File: src/rtl/lsu_pkg.sv
// Shared types and defaults for the load/store unit controller.
package lsu_pkg;

  localparam int unsigned LSU_DATA_W = 32;
  localparam int unsigned LSU_DEPTH  = 16;
  // Wide enough to hold RD_LAT-1 for RD_LAT up to 4.
  localparam int unsigned LAT_CNT_W  = 3;

  typedef enum logic [1:0] {
    ST_IDLE  = 2'd0,
    ST_ISSUE = 2'd1,
    ST_WAIT  = 2'd2,
    ST_RESP  = 2'd3
  } lsu_state_e;

endpackage

File: src/rtl/lsu_lat_cnt.sv
// Load/decrement down-counter with zero flag, used to time the WAIT state.
module lsu_lat_cnt
  import lsu_pkg::*;
#(
  parameter int unsigned W = LAT_CNT_W
) (
  input  logic         clk,
  input  logic         rst_n,
  input  logic         load,
  input  logic [W-1:0] load_val,
  input  logic         dec,
  output logic         zero
);

  logic [W-1:0] count;

  always_ff @(posedge clk or negedge rst_n) begin
    if (!rst_n) begin
      count <= '0;
    end else if (load) begin
      count <= load_val;
    end else if (dec && (count != '0)) begin
      count <= count - 1'b1;
    end
  end

  assign zero = (count == '0);

endmodule

File: src/rtl/lsu_ctrl.sv
// Load/store unit controller: one outstanding memory access, fixed read latency.
// Optional address bounds check enabled by defining LSU_BOUNDS_CHECK_EN.
module lsu_ctrl
  import lsu_pkg::*;
#(
  parameter int unsigned DATA_W = LSU_DATA_W,
  parameter int unsigned DEPTH  = LSU_DEPTH,
  parameter int unsigned RD_LAT = 1
) (
  input  logic              clk,
  input  logic              rst_n,
  input  logic              req_valid,
  output logic              req_ready,
  input  logic              req_we,
  input  logic [DATA_W-1:0] req_addr,
  input  logic [DATA_W-1:0] req_wdata,
  output logic              rsp_valid,
  output logic [DATA_W-1:0] rsp_rdata,
  output logic              rsp_err,
  output logic              stall,
  output logic [DATA_W-1:0] mem_addr,
  output logic [DATA_W-1:0] mem_wdata,
  output logic              mem_mr,
  output logic              mem_mw,
  input  logic [DATA_W-1:0] mem_rdata
);

  if (RD_LAT < 1 || RD_LAT > 4 || DEPTH < 1) begin : g_cfg_check
    $error("lsu_ctrl: RD_LAT must be 1..4 and DEPTH nonzero");
  end

  lsu_state_e state_q, state_d;
  logic       we_q;
  logic       accept;
  logic       oob;
  logic       issue_go;
  logic       cnt_load;
  logic       cnt_dec;
  logic       cnt_zero;
  logic       capture;

  assign req_ready = (state_q == ST_IDLE) || (state_q == ST_RESP);
  assign accept    = req_valid && req_ready;
  assign stall     = req_valid && !req_ready;
  assign rsp_valid = (state_q == ST_RESP);

`ifdef LSU_BOUNDS_CHECK_EN
  logic err_q;

  assign oob     = (req_addr >= DATA_W'(DEPTH));
  assign rsp_err = rsp_valid && err_q;

  always_ff @(posedge clk or negedge rst_n) begin
    if (!rst_n) begin
      err_q <= 1'b0;
    end else if (accept) begin
      err_q <= oob;
    end
  end
`else
  assign oob     = 1'b0;
  assign rsp_err = 1'b0;
`endif

  assign issue_go = accept && !oob;

  always_comb begin
    state_d  = state_q;
    cnt_load = 1'b0;
    cnt_dec  = 1'b0;
    capture  = 1'b0;
    unique case (state_q)
      ST_IDLE: begin
        if (accept) state_d = oob ? ST_RESP : ST_ISSUE;
      end
      ST_ISSUE: begin
        if (we_q) begin
          state_d = ST_RESP;
        end else begin
          state_d  = ST_WAIT;
          cnt_load = 1'b1;
        end
      end
      ST_WAIT: begin
        if (cnt_zero) begin
          state_d = ST_RESP;
          capture = 1'b1;
        end else begin
          cnt_dec = 1'b1;
        end
      end
      ST_RESP: begin
        if (accept) state_d = oob ? ST_RESP : ST_ISSUE;
        else        state_d = ST_IDLE;
      end
      default: state_d = ST_IDLE;
    endcase
  end

  // Strobes are registered from the accept decision so they are high
  // exactly for the single ISSUE cycle that follows.
  always_ff @(posedge clk or negedge rst_n) begin
    if (!rst_n) begin
      state_q   <= ST_IDLE;
      we_q      <= 1'b0;
      mem_addr  <= '0;
      mem_wdata <= '0;
      mem_mr    <= 1'b0;
      mem_mw    <= 1'b0;
      rsp_rdata <= '0;
    end else begin
      state_q <= state_d;
      mem_mr  <= issue_go && !req_we;
      mem_mw  <= issue_go && req_we;
      if (issue_go) begin
        we_q      <= req_we;
        mem_addr  <= req_addr;
        mem_wdata <= req_wdata;
      end
      if (capture) begin
        rsp_rdata <= mem_rdata;
      end
    end
  end

  lsu_lat_cnt #(
    .W (LAT_CNT_W)
  ) u_lat_cnt (
    .clk      (clk),
    .rst_n    (rst_n),
    .load     (cnt_load),
    .load_val (LAT_CNT_W'(RD_LAT - 1)),
    .dec      (cnt_dec),
    .zero     (cnt_zero)
  );

endmodule

File: config.mk
export PLATFORM = sky130hd
export DESIGN_NAME = lsu_ctrl
export DESIGN_NICKNAME = d
export VERILOG_FILES = /design/src/rtl/lsu_pkg.sv /design/src/rtl/lsu_lat_cnt.sv /design/src/rtl/lsu_ctrl.sv
export SDC_FILE = /design/constraint.sdc
export NUM_CORES = 1
export LEC_CHECK = 0
export CAP_MARGIN = 10
export CORE_ASPECT_RATIO = 0.6
export CORE_MARGIN = 8
export CORE_UTILIZATION = 41
export DETAILED_ROUTE_END_ITERATION = 16
export PLACE_DENSITY = 0.88
export SKIP_CTS_REPAIR_TIMING = 1
export SLEW_MARGIN = 20
export SYNTH_ARGS = -nofsm -noshare
export SYNTH_HDL_FRONTEND = slang
export SYNTH_SLANG_ARGS = --single-unit
File: constraint.sdc
create_clock -name clk -period 2.07 [get_ports clk]
set_input_delay 0.3105 -clock clk [delete_from_list [all_inputs] [get_ports clk]]
set_output_delay 0.3105 -clock clk [all_outputs]
set_load 0.01 [all_outputs]
==> impl_metrics.yaml <==
synthesis:
  synth_area_leader_cell: "dfrtp_1"
  ys_types: 25
  yosys_register_bits: 104
  syn-num-nets: 491
  synth_edf_count: 0
  synth_area_leaders: "dfrtp_1, nand2_1, mux2_4, ha_1, buf_4"
  synthFlopType: "dfrtp_1"
  yosysSeqAreaShare_pct: 61.9
  synth_top_area_share_pct: 61.9
  yosysMostFrequentCell: "nand2_1"
  ys_warn_count: 0
  syn-instance-count: 385
  avgSynthCellArea_sq_um: 10.9
  async_reset_ff_share_pct: 100
  netlist_area_sq_mm: 0.00421
  synth_common_cells: "nand2_1, dfrtp_1, mux2_4"
die:
  die_width_um: 147
  die_h_um: 94.5
  initial_core_util_pct: 42.4
  row_count: 28
  die_area_sq_mm: 0.0139
  core-area_sq_mm: 0.00991
  ioPinCount: 202
sta:
  hold_viol_final: 0
  rsz0062_at_grt: "false"
  report.final.slew_viol_count: 0
  finalClockSkew_ns: 0.00718
  period_share_pct: 96.7
  fmax_mhz: 499
  worst_pin_slew_ns: 0.561
  setup_viol: 0
  setup-tns-final_ns: 0
  slew_headroom_pct: 62.6
  period_needed_ns: 2.00
power:
  internal_power_mw: 7.01
  ir_drop_mv: 0.820
  power.density_mw_per_mm2: 1610
  p_leak_nw: 3.24
  p_clk_share_pct: 15.2
  seqPwrFrac_pct: 33.2
  netSwitchingPower_mw: 3.75
  p_comb_share_pct: 51.6
  swShare_pct: 34.9
placement:
  hpwl_um: 9600
  place.gp.congestion: 0.837
  port_buffers: 200
  place_inst: 708
global_route:
  grt_max_degree: 56
  grt_pass1_wl_um: 19900
  grt_pass1_vias: 3712
  grtUsageTotal_pct: 18.1
  grt_overflow: 0
  antenna_found_initial: 0
critical_path:
  slowest_delay_ns: 0.53
  endpoint_kind: "output pin"
  crit_path_start_kind: "flip-flop"
  worstPathRequired_ns: 1.76
  crit_type: "flip-flop to output pin"
  cp_max_fo: 5
  cp.arrival_ns: 1.69
  crit_chain: "inv_1 > ha_4 > inv_1 > clkdlybuf4s50_1"
  crit_path_frequent_cell: "inv_1"
  critical_path.slowest_cell: "clkdlybuf4s50_1"
routing:
  routedWlPerCell_um: 17.4
  drtIter0Drc: 133
  viasPerCell: 4.66
  first_pass_iters: 4
  antenna_left: 0
  vias: 3388
  drt-total-wl_um: 12600
  drc: 0
cells_and_area:
  nNetsFinal: 693
  post-route-util_pct: 67.4
  instances_no_fill: 727
  syn_to_final_growth_pct: 58.9
  drive_above_1_share_pct: 10.8
  n_antenna_cell: 0
hold_path:
  hold_path_class: "flip-flop to flip-flop"
clock_network:
  path_clk_slew_ns: 0.07
  cts_sinks: 104
  cts_tree: "yes"
  numCtsBuffers: 9
  cts.path.max_buffers: 2
  htreeDepth: 3
  clockRootBuffer: "clkbuf_16"
  clk_latency_ns: 0.34
run_status:
  status: "finished, final reports clean"
run:
  cap_viol_max_count: 0
[area by class of cell]
class	instances	area (sq um)
clock buffers	11	253
clock inverters	5	38.8
fillers	714	3230
inverters	5	18.8
multi-input cells	257	1470
flip-flops and latches	104	2600
well taps	135	169
repair buffers	210	2130
[state kept, by name, summed over array words and instances, names as in the netlist]
| register | cells |
|---|---|
| rsp_rdata | 32 |
| we_q | 1 |
| mem_mw | 1 |
| state_q | 2 |
| mem_wdata | 32 |
| u_lat_cnt.count | 3 |
| mem_addr | 32 |
| mem_mr | 1 |
[layer usage]
layer	wire, um	vias up	global-route usage [%]
li1	-	1596	-
met2	5640	165	28.6
met5	0	-	0
met4	102	0	3.50
met3	1630	12	10.7
met1	5270	1615	21.3
[worst max-delay path: cells and delay by family (launching register included)]
| family | cells | cell delay, ns |
|---|---|---|
| buffers and inverters | 3 | 0.73 |
| adder cells (fa/ha/maj) | 1 | 0.25 |
| flip-flops | 1 | 0.38 |
[final timing paths]
check                      slack (ns)             to          start  cells after the start
max reg2reg                      0.37   rsp_rdata[0]     state_q[1]                      5
min in group asynchronous        0.51   rsp_rdata[8]          rst_n                      2
min                              0.48  mem_wdata[28]  mem_wdata[28]                      2
max in group asynchronous        0.86   mem_addr[21]          rst_n                      3
min reg2reg                      0.48  mem_wdata[28]  mem_wdata[28]                      2
max                              0.07      req_ready     state_q[0]                      4
[power groups by stage]
stage	registers [mW]	clock network (mW)	logic (mW)
floorplan	3.99	0	2.26
global placement	3.54	0	5.39
detailed placement	3.61	0	5.53
CTS	3.59	1.69	5.57
global route	3.69	1.76	6.03
finish	3.57	1.63	5.56
[cell usage in the layout (no fill, tap or decap), types with 2 or more instances in the layout]
cell type,n
dfrtp_1,104
clkdlybuf4s50_1,198
ha_1,5
nand2_1,193
and2_1,2
nor2b_1,2
mux2_4,30
inv_6,2
inv_1,5
a21oi_1,4
clkbuf_16,9
clkbuf_8,2
nor2_1,5
mux2_2,3
buf_4,6
buf_12,4
[metrics by stage]
step	power [mW]	hold WS, ns	instance area (sq um)	setup slack, ns
floorplan	6.25	0.0149	4210	0.592
global placement	8.93	0.335	6350	0.215
detailed placement	9.14	0.342	6350	0.194
CTS	10.8	-0.0273	6650	-0.161
global route	11.5	0.496	6690	0.00152
finish	10.8	0.476	6690	0.0676
[cell families (layout without fill, tap and decap cells)]
group / Yosys count / in the layout / synth area share (%)
mux: 34 / 34 / 11.7
buf+inv: 24 / 231 / 3.63
simple gates: 207 / 207 / 19.4
other cells: 1 / 1 / 0.0891
fa+ha+maj: 6 / 6 / 1.78
flops: 104 / 104 / 61.9
compound gates: 9 / 9 / 1.49
Note: power is estimated with default switching activity, not from simulation.
